<file path="config.mk">
export PLATFORM = sky130hd
export DESIGN_NAME = alu_exec_unit
export DESIGN_NICKNAME = d
export VERILOG_FILES = /design/src/rtl/alu_exec_unit.sv
export SDC_FILE = /design/constraint.sdc
export NUM_CORES = 1
export LEC_CHECK = 0
export CORE_ASPECT_RATIO = 0.5
export CORE_UTILIZATION = 53
export DETAILED_ROUTE_END_ITERATION = 6
export PLACE_DENSITY = 0.8
export SYNTH_ARGS = -nofsm -noshare
export SYNTH_HDL_FRONTEND = slang
export SYNTH_SLANG_ARGS = --single-unit
</file>
<file path="constraint.sdc">
create_clock -name clk -period 5.6 [get_ports clk]
set_input_delay 1.4 -clock clk [delete_from_list [all_inputs] [get_ports clk]]
set_output_delay 1.4 -clock clk [all_outputs]
set_load 0.01 [all_outputs]
</file>
<file path="src/rtl/alu_exec_unit.sv">
// ALU execute stage: operand read, compute, and a small result FIFO that rides out CDB arbitration loss.
// Optional `ALU_BYPASS_EN forwards the granted CDB head into same-cycle operands.
module alu_exec_unit #(
    parameter int FIFO_DEPTH = 4
) (
    input  logic         clk,
    input  logic         reset,
    input  logic         exception_sig,
    input  logic         mret_sig,
    input  logic [126:0] issue_pkt,
    output logic         alu_stall,
    output logic [7:0]   rf_raddr1,
    output logic [7:0]   rf_raddr2,
    input  logic [31:0]  rf_rdata1,
    input  logic [31:0]  rf_rdata2,
    input  logic         cdb_grant,
    output logic         ALU_result_valid,
    output logic [7:0]   ALU_result_dest,
    output logic [31:0]  ALU_result_data,
    output logic [31:0]  ALU_result_inst_num,
    output logic [31:0]  ALU_result_PC,
    output logic         overflow_err
);
    localparam int PW = $clog2(FIFO_DEPTH);
    localparam int CW = PW + 1;

    typedef struct packed {
        logic [7:0]  dest;
        logic [31:0] data;
        logic [31:0] inst_num;
        logic [31:0] pc;
    } entry_t;

    logic        s1_valid, s1_src1, s1_src2;
    logic [7:0]  s1_op1, s1_op2, s1_rd;
    logic [31:0] s1_inst, s1_pc, s1_imm;
    logic [3:0]  s1_aluop;

    logic          flush, fifo_valid, full, push, pop;
    logic [PW-1:0] wr_ptr, rd_ptr;
    logic [CW-1:0] count;
    entry_t        fifo [FIFO_DEPTH];
    entry_t        head;
    logic [31:0]   op_a, op_b, result;

    assign flush = exception_sig | mret_sig;

    always_ff @(posedge clk) begin
        if (reset) begin
            s1_valid <= 1'b0;
            s1_op1   <= '0;
            s1_op2   <= '0;
            s1_inst  <= '0;
            s1_pc    <= '0;
            s1_rd    <= '0;
            s1_aluop <= '0;
            s1_src1  <= 1'b0;
            s1_src2  <= 1'b0;
            s1_imm   <= '0;
        end else if (flush) begin
            s1_valid <= 1'b0;
        end else begin
            s1_valid <= issue_pkt[78];
            if (issue_pkt[78]) begin
                s1_op2   <= issue_pkt[126:119];
                s1_op1   <= issue_pkt[118:111];
                s1_inst  <= issue_pkt[110:79];
                s1_pc    <= issue_pkt[77:46];
                s1_rd    <= issue_pkt[45:38];
                s1_aluop <= issue_pkt[37:34];
                s1_src1  <= issue_pkt[33];
                s1_src2  <= issue_pkt[32];
                s1_imm   <= issue_pkt[31:0];
            end
        end
    end

    assign rf_raddr1 = s1_op1;
    assign rf_raddr2 = s1_op2;

    assign head       = fifo[rd_ptr];
    assign fifo_valid = (count != '0);
    assign full       = (count == CW'(FIFO_DEPTH));
    assign pop        = fifo_valid && cdb_grant;
    // A full FIFO still accepts when the head leaves on the same edge.
    assign push       = s1_valid && (!full || pop);

    always_comb begin
        op_a = s1_src1 ? s1_pc  : rf_rdata1;
        op_b = s1_src2 ? s1_imm : rf_rdata2;
`ifdef ALU_BYPASS_EN
        // The register file is written from this same head on this edge, so its read data is stale.
        if (!s1_src1 && pop && head.dest == s1_op1) op_a = head.data;
        if (!s1_src2 && pop && head.dest == s1_op2) op_b = head.data;
`endif
    end

    always_comb begin
        result = '0;
        case (s1_aluop)
            4'd0:    result = op_a + op_b;
            4'd1:    result = op_a - op_b;
            4'd2:    result = op_a << op_b[4:0];
            4'd3:    result = {31'b0, $signed(op_a) < $signed(op_b)};
            4'd4:    result = {31'b0, op_a < op_b};
            4'd5:    result = op_a ^ op_b;
            4'd6:    result = op_a >> op_b[4:0];
            4'd7:    result = $signed(op_a) >>> op_b[4:0];
            4'd8:    result = op_a | op_b;
            4'd9:    result = op_a & op_b;
            4'd10:   result = op_b;
            default: result = '0;
        endcase
    end

    always_ff @(posedge clk) begin
        if (!reset && !flush && push)
            fifo[wr_ptr] <= '{dest: s1_rd, data: result, inst_num: s1_inst, pc: s1_pc};
    end

    always_ff @(posedge clk) begin
        if (reset) begin
            wr_ptr       <= '0;
            rd_ptr       <= '0;
            count        <= '0;
            overflow_err <= 1'b0;
        end else if (flush) begin
            wr_ptr <= '0;
            rd_ptr <= '0;
            count  <= '0;
        end else begin
            if (push) wr_ptr <= wr_ptr + 1'b1;
            if (pop)  rd_ptr <= rd_ptr + 1'b1;
            if (push && !pop)      count <= count + 1'b1;
            else if (pop && !push) count <= count - 1'b1;
            if (s1_valid && full && !pop) overflow_err <= 1'b1;
        end
    end

    assign alu_stall = ({1'b0, count} + {{CW{1'b0}}, s1_valid}) >= (CW+1)'(FIFO_DEPTH - 1);

    // Gated so an empty FIFO never exposes stale or flushed entries.
    assign ALU_result_valid    = fifo_valid;
    assign ALU_result_dest     = fifo_valid ? head.dest     : '0;
    assign ALU_result_data     = fifo_valid ? head.data     : '0;
    assign ALU_result_inst_num = fifo_valid ? head.inst_num : '0;
    assign ALU_result_PC       = fifo_valid ? head.pc       : '0;
endmodule

</file>
==> report_table.html, run 1 <==
<table>
<tr><th>Metric</th><th>Value</th></tr>
<tr><th colspan="2">Clock tree</th></tr>
<tr><td>Number of gates resized after CTS</td><td>0</td></tr>
<tr><td>Clock slew at reported path FFs</td><td>0.07 ns</td></tr>
<tr><td>Num Clock Sinks</td><td>553</td></tr>
<tr><td>Number of CTS-inserted buffers</td><td>45</td></tr>
<tr><td>H-tree levels</td><td>2</td></tr>
<tr><td>Clock Tree Buf Depth</td><td>3</td></tr>
<tr><td>Buffer type at the clock tree root</td><td>sky130_fd_sc_hd__clkbuf_16</td></tr>
<tr><td>CTS tree</td><td>built</td></tr>
<tr><td>Count of buffers added by post-CTS timing repair for setup</td><td>0</td></tr>
<tr><td>Count of hold buffers inserted by post-cts repair</td><td>0</td></tr>
<tr><td>Clock insertion delay at the later pin of the skew report</td><td>0.63 ns</td></tr>
<tr><th colspan="2">Routing</th></tr>
<tr><td>Detailed Route WL</td><td>106200 um</td></tr>
<tr><td>Post-DRT Antenna Nets</td><td>0</td></tr>
<tr><td>Number of vias per cell after detailed routing</td><td>6.440</td></tr>
<tr><td>DRT iter0 DRCs</td><td>3370</td></tr>
<tr><td>Via count of the routed design</td><td>about 25000</td></tr>
<tr><td>Avg WL per Cell</td><td>27.62 um</td></tr>
<tr><td>Residual DRC count</td><td>2</td></tr>
<tr><td>TritonRoute pass-1 iters</td><td>7</td></tr>
<tr><th colspan="2">Run</th></tr>
<tr><td>Max-capacitance violation count</td><td>0</td></tr>
<tr><th colspan="2">Setup path</th></tr>
<tr><td>Crit path to</td><td>fifo[3][64]$_DFFE_PP_</td></tr>
<tr><td>Worst-case reg-to-reg path depth</td><td>13</td></tr>
<tr><td>Crit Reg-Reg Startpoint</td><td>s1_src2$_SDFFE_PP0P_</td></tr>
<tr><td>Crit path kind</td><td>in2reg</td></tr>
<tr><td>Cell at the slowest stage of the critical path</td><td>sky130_fd_sc_hd__fa_1</td></tr>
<tr><td>Highest cell delay on the worst timing path</td><td>roughly 0.48 ns</td></tr>
<tr><td>Crit path from</td><td>rf_rdata2[0]</td></tr>
<tr><td>Cells along the critical path</td><td>clkdlybuf4s50_1, mux2i_4, inv_4, ha_1, fa_1, or2_1, a221oi_1, o21ai_0, a21oi_1, a311o_2, nand3_2, o31ai_1, a211oi_1, or3_1</td></tr>
<tr><td>Arrival time worst endpoint</td><td>~5.5 ns</td></tr>
<tr><td>Critical Path RT</td><td>between 5 and 6 ns</td></tr>
<tr><td>Worst reg-to-reg setup slack</td><td>about 0.76 ns</td></tr>
<tr><td>Max Fanout on Critical Path</td><td>4</td></tr>
<tr><td>Critical path endpoint category</td><td>register</td></tr>
<tr><td>Endpoint of the most critical register-to-register path</td><td>fifo[0][89]$_DFFE_PP_</td></tr>
<tr><td>Sort of element at the start of the critical path</td><td>input port</td></tr>
<tr><th colspan="2">Place</th></tr>
<tr><td>Final weighted congestion of routability-driven global placement</td><td>1.053</td></tr>
<tr><td>Estimated wirelength of the detail-placed design</td><td>77230 um</td></tr>
<tr><td>IO Port Bufs</td><td>approximately 320</td></tr>
<tr><td>Cell area after placement</td><td>around 35000 sq um</td></tr>
<tr><td>Post-placement worst setup slack</td><td>-0.02615 ns</td></tr>
<tr><th colspan="2">STA</th></tr>
<tr><td>Final worst-path cycle share</td><td>91.42%</td></tr>
<tr><td>Clock Skew</td><td>0.05388 ns</td></tr>
<tr><td>Fmax achieved</td><td>slightly below 0.2 GHz</td></tr>
<tr><td>Post-route setup slack</td><td>a little under 0.5 ns</td></tr>
<tr><td>Final critical delay including setup and external delays</td><td>about 5.1 ns</td></tr>
<tr><td>Worst slew margin relative to its limit</td><td>27.78%</td></tr>
<tr><td>Hold Fails Final Rpt</td><td>0</td></tr>
<tr><td>Final count of negative-setup-slack endpoints</td><td>0</td></tr>
<tr><td>Slew of the pin with the lowest slew margin</td><td>1.053 ns</td></tr>
<tr><td>Total count of max-transition violations in the final report</td><td>0</td></tr>
<tr><td>Unrepaired setup endpoints after global routing</td><td>no</td></tr>
<tr><td>Hold WS</td><td>0.4535 ns</td></tr>
<tr><th colspan="2">Global route</th></tr>
<tr><td>Maximum number of pins on one net before global-route repair</td><td>76</td></tr>
<tr><td>Total global routing track utilization</td><td>roughly 36%</td></tr>
<tr><td>Antenna violations before repair</td><td>7</td></tr>
<tr><td>Met3 demand-to-capacity share in global routing</td><td>9.433%</td></tr>
<tr><td>Global-route met2 utilization</td><td>53.43%</td></tr>
<tr><td>Number of global-route vias before repair</td><td>23610</td></tr>
<tr><td>First-pass GRT wire length</td><td>155500 um</td></tr>
<tr><td>Routing usage on met1</td><td>52.08%</td></tr>
<tr><td>Grt peak-use layer</td><td>met2</td></tr>
<tr><td>Global-route congestion overflow total</td><td>0</td></tr>
<tr><th colspan="2">Layout</th></tr>
<tr><td>Number of fill cells</td><td>4298</td></tr>
<tr><td>Post-route standard cell area excluding fillers</td><td>approximately 36000 sq um</td></tr>
<tr><td>Area used by sequential logic in the layout</td><td>15240 sq um</td></tr>
<tr><td>Fraction of final layout cells with drive strength greater than 1</td><td>roughly an eighth</td></tr>
<tr><td>Relative area change from synthesis to final layout</td><td>20.22%</td></tr>
<tr><td>Multi-input logic area</td><td>13760 sq um</td></tr>
<tr><td>Nets</td><td>3350</td></tr>
<tr><td>Post-route core utilization</td><td>64.89%</td></tr>
<tr><th colspan="2">Power and ir drop</th></tr>
<tr><td>Power density over cell area</td><td>~260 nW/um^2</td></tr>
<tr><td>Leakage dissipation</td><td>12.54 nW</td></tr>
<tr><td>Peak VDD IR</td><td>0.2124 mV</td></tr>
<tr><th colspan="2">Logic synthesis</th></tr>
<tr><td>Number of cells produced by synthesis</td><td>2725</td></tr>
<tr><td>Summed instance area of the synthesized netlist</td><td>~30000 sq um</td></tr>
<tr><td>Number of distinct library cell variants in the gate-level netlist after synthesis</td><td>84</td></tr>
<tr><td>Sequential cell area fraction in the yosys report</td><td>50.52%</td></tr>
<tr><td>Most area-consuming cells after synthesis</td><td>sky130_fd_sc_hd__edfxtp_1 (41%), sky130_fd_sc_hd__dfxtp_1 (9.1%), sky130_fd_sc_hd__mux4_2 (7.8%)</td></tr>
<tr><td>Post-Syn Nets</td><td>3028</td></tr>
<tr><td>Number of synthesized register bits</td><td>553</td></tr>
<tr><td>Ys flop type</td><td>sky130_fd_sc_hd__edfxtp_1</td></tr>
<tr><td>EDFF count, synth</td><td>416</td></tr>
<tr><td>Top cells by count, synth</td><td>sky130_fd_sc_hd__edfxtp_1 (416), sky130_fd_sc_hd__nand2_1 (398), sky130_fd_sc_hd__a21oi_1 (255)</td></tr>
<tr><td>Most frequent cell after synthesis</td><td>sky130_fd_sc_hd__edfxtp_1</td></tr>
<tr><td>Syn_area_per_cell</td><td>~11 sq um</td></tr>
<tr><td>Post-synth top area cell</td><td>sky130_fd_sc_hd__edfxtp_1</td></tr>
<tr><td>Share of flip-flops with an asynchronous set or reset</td><td>0%</td></tr>
<tr><td>Number of warnings reported in the yosys synthesis log</td><td>0</td></tr>
<tr><td>Area share of the largest cell type after synthesis</td><td>41.42%</td></tr>
<tr><th colspan="2">Die</th></tr>
<tr><td>Area of the placeable core</td><td>55870 sq um</td></tr>
<tr><td>Number of cell rows</td><td>61</td></tr>
<tr><td>Die W</td><td>339.3 um</td></tr>
<tr><td>Starting utilization of the core area</td><td>a little over half</td></tr>
<tr><td>Io pins</td><td>319</td></tr>
<tr><td>Chip Height</td><td>170.7 um</td></tr>
<tr><td>Total Die Area</td><td>57920 sq um</td></tr>
<tr><th colspan="2">Status</th></tr>
<tr><td>Result of the run</td><td>finished, violations left</td></tr>
<tr><td>Violated checks</td><td>design-rule violations</td></tr>
<tr><th colspan="2">Min path</th></tr>
<tr><td>Tightest Hold Check Type</td><td>reg2reg</td></tr>
</table>
-- registers in the layout, indices dropped and copies added (netlist names), named ones only --
name and flops:
s1_src2 1, wr_ptr 2, overflow_err 1, s1_imm 32
s1_pc 32, rf_raddr2 8, s1_valid 1, s1_src1 1
rf_raddr1 8, s1_rd 8, s1_aluop 4, fifo 416
s1_inst 32, count 3, rd_ptr 2
-- per-layer routing --
layer | vias up | wire (um)
met5 | - | 22
met4 | 4 | 3805
met3 | 216 | 11580
met2 | 1428 | 45560
met1 | 12330 | 45240
li1 | 10790 | -
-- cell type report --
| cell class | count | share of cell area [%] |
|---|---|---|
| antenna | 7 | 0.04832 |
| clock buffer | 64 | 3.513 |
| clock inverter | 19 | 0.6039 |
| inverter | 109 | 1.135 |
| multi-input combinational | 1875 | 37.96 |
| sequential | 553 | 42.05 |
| tap | 756 | 2.609 |
| timing repair buffer | 463 | 12.09 |
-- metrics by stage --
step / TNS (ns) / instances / power (W)
6_report: 0 / 3846 / 0.009547
2_1_floorplan: 0 / 2725 / 0.005571
5_1_grt: 0 / 3844 / 0.009825
4_1_cts: 0 / 3839 / 0.009508
3_3_place_gp: 0 / 3756 / 0.006287
3_5_place_dp: -0.1045 / 3756 / 0.006303
-- kinds of logic (layout without fill, tap and decap cells) --
group,count (synthesis),in the layout,share of synthesized area (%)
simple gates,799,799,11.88
compound gates,670,670,14.12
flops,553,553,50.52
buf+inv,297,655,4.108
mux,287,287,14.51
fa+ha+maj,107,107,4.514
xor+xnor,12,12,0.3485
other cells,0,7,0
-- worst max-delay path, delay by kind of cell --
kind | cells | cell delay (ns)
compound gates | 6 | 1.77
fa+ha+maj | 2 | 0.70
buf+inv | 2 | 0.50
mux | 1 | 0.20
simple gates | 3 | 0.91
-- cells in the final DEF (no fill, tap or decap), drive strengths merged, types with 111 or more instances in the layout --
master / instances
and2: 114
clkdlybuf4s50: 317
mux2i: 157
nand2: 398
a21oi: 255
dfxtp: 137
o21ai: 111
inv: 111
nor2: 155
edfxtp: 416
buf: 146
-- power breakdown --
part	internal (W)	total [W]	switching, W	leakage, nW
Clock	0.00175	0.00325	0.00150	0.736
Combinational	0.000671	0.00178	0.00111	7.08
Sequential	0.00448	0.00452	0.0000402	4.73
-- worst min-delay path by stage --
stage | depth (start not counted) | slack, ns | end | from
global placement | 2 | 0.44 | s1_imm[2]$_SDFFE_PP0P_ | s1_imm[2]$_SDFFE_PP0P_
floorplan | 2 | 0.43 | s1_imm[10]$_SDFFE_PP0P_ | s1_imm[10]$_SDFFE_PP0P_
CTS | 2 | 0.46 | s1_imm[22]$_SDFFE_PP0P_ | s1_imm[22]$_SDFFE_PP0P_
finish | 2 | 0.45 | rf_raddr2[5]$_SDFFE_PP0P_ | rf_raddr2[5]$_SDFFE_PP0P_
detailed placement | 2 | 0.45 | s1_imm[22]$_SDFFE_PP0P_ | s1_imm[22]$_SDFFE_PP0P_
global route | 2 | 0.48 | rf_raddr2[6]$_SDFFE_PP0P_ | rf_raddr2[6]$_SDFFE_PP0P_
Note: power is estimated with default switching activity, not from simulation.
==> inputs of run 2 (changes only) <==
--- a/config.mk
+++ b/config.mk
@@ -6,9 +6,10 @@
 export NUM_CORES = 1
 export LEC_CHECK = 0
 export CORE_ASPECT_RATIO = 0.5
-export CORE_UTILIZATION = 53
+export CORE_UTILIZATION = 52
 export DETAILED_ROUTE_END_ITERATION = 6
-export PLACE_DENSITY = 0.8
+export PLACE_DENSITY = 0.82
+export SKIP_LAST_GASP = 1
 export SYNTH_ARGS = -nofsm -noshare
 export SYNTH_HDL_FRONTEND = slang
 export SYNTH_SLANG_ARGS = --single-unit
==> constraint.sdc (replaced) <==
create_clock -name clk -period 4.55 [get_ports clk]
set_input_delay 1.1375 -clock clk [delete_from_list [all_inputs] [get_ports clk]]
set_output_delay 1.1375 -clock clk [all_outputs]
set_load 0.01 [all_outputs]
==> run 2 against run 1 <==
The run ends with design-rule violations, negative setup slack left. Clock skew is 0.020 ns lower. Hold slack better by 0.0018 ns. Critical endpoint is now fifo[0][91]$_DFFE_PP_. Highest routed layer unchanged. Register-to-register slack worse by 0.52 ns. Utilization is 4.4 points higher. Clock power is 32% higher. Sequential share of layout area is 3.1 points lower. Via count is 7.0% higher. Setup slack worse by 0.49 ns. Combinational power is 51% higher.
==> report_table.html, run 2 (same netlist as run 1, synthesis figures left out) <==
<table>
<tr><th>Metric</th><th>Value</th></tr>
<tr><th colspan="2">Setup path</th></tr>
<tr><td>Critical Path RT</td><td>4.87 ns (-1.09 ns)</td></tr>
<tr><td>Crit path from</td><td>rf_rdata1[0]</td></tr>
<tr><td>Crit Reg-Reg Startpoint</td><td>s1_src1$_SDFFE_PP0P_</td></tr>
<tr><td>Crit path to</td><td>fifo[0][91]$_DFFE_PP_</td></tr>
<tr><td>Max Fanout on Critical Path</td><td>4 (unchanged)</td></tr>
<tr><td>Most Frequent Cell on Critical Path</td><td>sky130_fd_sc_hd__buf_4</td></tr>
<tr><td>Cell at the slowest stage of the critical path</td><td>sky130_fd_sc_hd__clkdlybuf4s50_1</td></tr>
<tr><td>Critical path endpoint category</td><td>register</td></tr>
<tr><td>Worst reg-to-reg setup slack</td><td>0.24 ns (-0.52 ns)</td></tr>
<tr><td>Cell type group with the largest total delay on the critical path</td><td>compound AO/OA/AOI/OAI gates</td></tr>
<tr><td>Worst path buffer plus inverter count</td><td>3 (+1)</td></tr>
<tr><td>Critical Path Stages</td><td>14 (unchanged)</td></tr>
<tr><td>Arrival time worst endpoint</td><td>4.87 ns (-0.61 ns)</td></tr>
<tr><td>Crit path kind</td><td>in2reg</td></tr>
<tr><td>Endpoint of the most critical register-to-register path</td><td>fifo[0][91]$_DFFE_PP_</td></tr>
<tr><td>Sort of element at the start of the critical path</td><td>input port</td></tr>
<tr><td>Highest cell delay on the worst timing path</td><td>0.44 ns (-0.04 ns)</td></tr>
<tr><td>Cells along the critical path</td><td>clkdlybuf4s50_1, mux2i_2, ha_2, nor2_1, o311ai_1, buf_4, o21ai_1, o211ai_1, nand2_1, buf_4, a31oi_2, nor3_1, o32a_1, a221o_1</td></tr>
<tr><td>Worst-case reg-to-reg path depth</td><td>14 (+1)</td></tr>
<tr><th colspan="2">Clock tree</th></tr>
<tr><td>CTS tree</td><td>built</td></tr>
<tr><td>Clock insertion delay at the later pin of the skew report</td><td>0.61 ns (-0.02 ns)</td></tr>
<tr><td>Clock Tree Buf Depth</td><td>3 (unchanged)</td></tr>
<tr><td>Number of CTS-inserted buffers</td><td>46 (+2.2%)</td></tr>
<tr><td>Buffer type at the clock tree root</td><td>sky130_fd_sc_hd__clkbuf_16</td></tr>
<tr><td>Clock slew at reported path FFs</td><td>0.07 ns (about the same)</td></tr>
<tr><td>Num Clock Sinks</td><td>553 (unchanged)</td></tr>
<tr><td>H-tree levels</td><td>2 (unchanged)</td></tr>
<tr><th colspan="2">Die</th></tr>
<tr><td>Die W</td><td>342.6 um (+0.95%)</td></tr>
<tr><td>Total Die Area</td><td>59020 sq um (+1.9%)</td></tr>
<tr><td>Io pins</td><td>319 (unchanged)</td></tr>
<tr><td>Chip Height</td><td>172.3 um (+0.95%)</td></tr>
<tr><td>Number of cell rows</td><td>61 (unchanged)</td></tr>
<tr><td>Area of the placeable core</td><td>56400 sq um (+0.96%)</td></tr>
<tr><td>Starting utilization of the core area</td><td>53.47% (-0.51 points)</td></tr>
<tr><th colspan="2">Layout</th></tr>
<tr><td>Final Instance Count excl. Fillers</td><td>4181 (+8.7%)</td></tr>
<tr><td>Top library cells by usage in the layout, fill and taps aside</td><td>sky130_fd_sc_hd__buf_4 (458), sky130_fd_sc_hd__edfxtp_1 (416), sky130_fd_sc_hd__nand2_1 (397)</td></tr>
<tr><td>Leading cell type in the layout, fill and taps excluded</td><td>sky130_fd_sc_hd__buf_4</td></tr>
<tr><td>Relative area change from synthesis to final layout</td><td>29.69%</td></tr>
<tr><td>Nets</td><td>3685 (+10%)</td></tr>
<tr><td>Fraction of final layout cells with drive strength greater than 1</td><td>22.23% (+9.0 points)</td></tr>
<tr><td>Most flops, register</td><td>fifo</td></tr>
<tr><td>Post-route core utilization</td><td>69.34% (+4.4 points)</td></tr>
<tr><td>Number of fill cells</td><td>4025 (-6.4%)</td></tr>
<tr><td>Largest register FFs</td><td>416 (unchanged)</td></tr>
<tr><th colspan="2">Power and ir drop</th></tr>
<tr><td>Sequential group share of total power</td><td>44.4% (-2.9 points)</td></tr>
<tr><td>Power density over cell area</td><td>320.4 nW/um^2 (+22%)</td></tr>
<tr><td>Overall power after layout</td><td>0.01253 W (+31%)</td></tr>
<tr><td>Share of power burned in the clock network</td><td>34.2% (about the same)</td></tr>
<tr><td>Internal power</td><td>0.009065 W (+31%)</td></tr>
<tr><td>Net switching power</td><td>0.003468 W (+31%)</td></tr>
<tr><td>Peak VDD IR</td><td>0.3302 mV (+55%)</td></tr>
<tr><td>Leakage dissipation</td><td>14.28 nW (+14%)</td></tr>
<tr><td>Switching share of power</td><td>27.67% (-0.082 points)</td></tr>
<tr><td>Combinational cell fraction of total power</td><td>21.4% (+2.8 points)</td></tr>
<tr><th colspan="2">Global route</th></tr>
<tr><td>Global-route met2 utilization</td><td>59.39% (+6.0 points)</td></tr>
<tr><td>Total global routing track utilization</td><td>38.87% (+2.6 points)</td></tr>
<tr><td>Number of global-route vias before repair</td><td>25670 (+8.7%)</td></tr>
<tr><td>First-pass GRT wire length</td><td>167900 um (+8.0%)</td></tr>
<tr><td>Met3 demand-to-capacity share in global routing</td><td>7.949% (-1.5 points)</td></tr>
<tr><td>Routing usage on met1</td><td>54.30% (+2.2 points)</td></tr>
<tr><td>Maximum number of pins on one net before global-route repair</td><td>105 (+38%)</td></tr>
<tr><td>Grt peak-use layer</td><td>met2</td></tr>
<tr><td>Global-route congestion overflow total</td><td>0 (unchanged)</td></tr>
<tr><td>Antenna violations before repair</td><td>9 (+2)</td></tr>
<tr><th colspan="2">Routing</th></tr>
<tr><td>Detailed Route WL</td><td>117000 um (+10%)</td></tr>
<tr><td>TritonRoute pass-1 iters</td><td>7 (unchanged)</td></tr>
<tr><td>Post-DRT Antenna Nets</td><td>0 (unchanged)</td></tr>
<tr><td>Avg WL per Cell</td><td>27.99 um (+1.4%)</td></tr>
<tr><td>Number of vias per cell after detailed routing</td><td>6.340 (-1.6%)</td></tr>
<tr><td>Via count of the routed design</td><td>26510 (+7.0%)</td></tr>
<tr><td>Residual DRC count</td><td>10 (+8)</td></tr>
<tr><td>DRT iter0 DRCs</td><td>3843 (+14%)</td></tr>
<tr><th colspan="2">Status</th></tr>
<tr><td>Violated checks</td><td>design-rule violations, negative setup slack</td></tr>
<tr><td>Result of the run</td><td>finished, violations left</td></tr>
<tr><th colspan="2">Place</th></tr>
<tr><td>IO Port Bufs</td><td>318 (unchanged)</td></tr>
<tr><td>Estimated wirelength of the detail-placed design</td><td>84800 um (+9.8%)</td></tr>
<tr><td>Number of instances in the placed design</td><td>4089 (+8.9%)</td></tr>
<tr><td>Final weighted congestion of routability-driven global placement</td><td>1.094 (+4.0%)</td></tr>
<tr><td>Post-placement worst setup slack</td><td>-0.6999 ns (-0.6737 ns)</td></tr>
<tr><th colspan="2">STA</th></tr>
<tr><td>Hold Fails Final Rpt</td><td>0 (unchanged)</td></tr>
<tr><td>Final critical delay including setup and external delays</td><td>4.555 ns</td></tr>
<tr><td>Worst slew margin relative to its limit</td><td>13.27% (-15 points)</td></tr>
<tr><td>Total count of max-transition violations in the final report</td><td>0 (unchanged)</td></tr>
<tr><td>Unrepaired setup endpoints after global routing</td><td>no</td></tr>
<tr><td>Clock Skew</td><td>0.03412 ns (-0.01977 ns)</td></tr>
<tr><td>Hold WS</td><td>0.4553 ns (+0.001810 ns)</td></tr>
<tr><td>Fmax achieved</td><td>0.2195 GHz</td></tr>
<tr><td>Final worst-path cycle share</td><td>100.1%</td></tr>
<tr><td>Slew of the pin with the lowest slew margin</td><td>1.299 ns (+0.2460 ns)</td></tr>
<tr><td>Final count of negative-setup-slack endpoints</td><td>3 (+3)</td></tr>
<tr><td>Post-route setup slack</td><td>-0.005340 ns (-0.4857 ns)</td></tr>
<tr><th colspan="2">Min path</th></tr>
<tr><td>Min-Delay Path Depth</td><td>2 (unchanged)</td></tr>
<tr><td>Tightest Hold Check Type</td><td>reg2reg</td></tr>
<tr><th colspan="2">Run</th></tr>
<tr><td>Max-capacitance violation count</td><td>0 (unchanged)</td></tr>
</table>
-- run 2: worst min-delay path by stage --
stage	startpoint	to	slack (ns)
floorplan	s1_imm[10]$_SDFFE_PP0P_	s1_imm[10]$_SDFFE_PP0P_	0.43
global placement	s1_imm[13]$_SDFFE_PP0P_	s1_imm[13]$_SDFFE_PP0P_	0.44
detailed placement	s1_imm[10]$_SDFFE_PP0P_	s1_imm[10]$_SDFFE_PP0P_	0.45
CTS	s1_imm[10]$_SDFFE_PP0P_	s1_imm[10]$_SDFFE_PP0P_	0.46
global route	s1_imm[27]$_SDFFE_PP0P_	s1_imm[27]$_SDFFE_PP0P_	0.47
finish	s1_imm[20]$_SDFFE_PP0P_	s1_imm[20]$_SDFFE_PP0P_	0.46
-- run 2: timing repair --
item	4_1_cts	5_1_grt
setup endpoints to repair	12	46
resized for setup	3	9
pin swaps	0	3
hold buffers	0	0
buffers inserted	0	1
-- run 2: final cells by class --
class                      instances  area (sq um)  share of cell area, %
tap                              756         945.9                  2.419
antenna                            6         15.01                0.03839
clock buffer                      56          1249                  3.193
multi-input combinational       1875         13850                  35.41
clock inverter                    29         351.6                 0.8989
sequential                       553         15240                  38.98
timing repair buffer             797          7043                  18.01
inverter                         109         414.1                  1.059
-- run 2: worst min-delay path, cell delays in order, from the launching register on --
cell                      delay, ns
sky130_fd_sc_hd__dfxtp_1       0.31
sky130_fd_sc_hd__nand2_1       0.05
sky130_fd_sc_hd__a21oi_1       0.05
-- run 2: power groups by stage --
stage	Combinational (W)	Clock (W)	Sequential (W)
2_1_floorplan	0.00122	0	0.00565
3_3_place_gp	0.00253	0	0.00566
3_5_place_dp	0.00256	0	0.00567
4_1_cts	0.00258	0.00430	0.00556
5_1_grt	0.00282	0.00449	0.00556
6_report	0.00269	0.00428	0.00556
-- run 2: per-layer routing --
metal  part of all wire, %  vias up  routed length [um]
li1                      -    11460                   -
met3                    11      319               12440
met1                    41    13050               47790
met2                    44     1674               51270
met4                   4.7        2                5512
met5                 0.012        -                  14
-- run 2: stage by stage --
stage                      TNS, ns  area [sq um]
final                     -0.01522         39110
after global routing             0         39110
after CTS                        0         39030
after detailed placement    -42.64         37420
after global placement      -40.16         37420
after floorplan                  0         30250
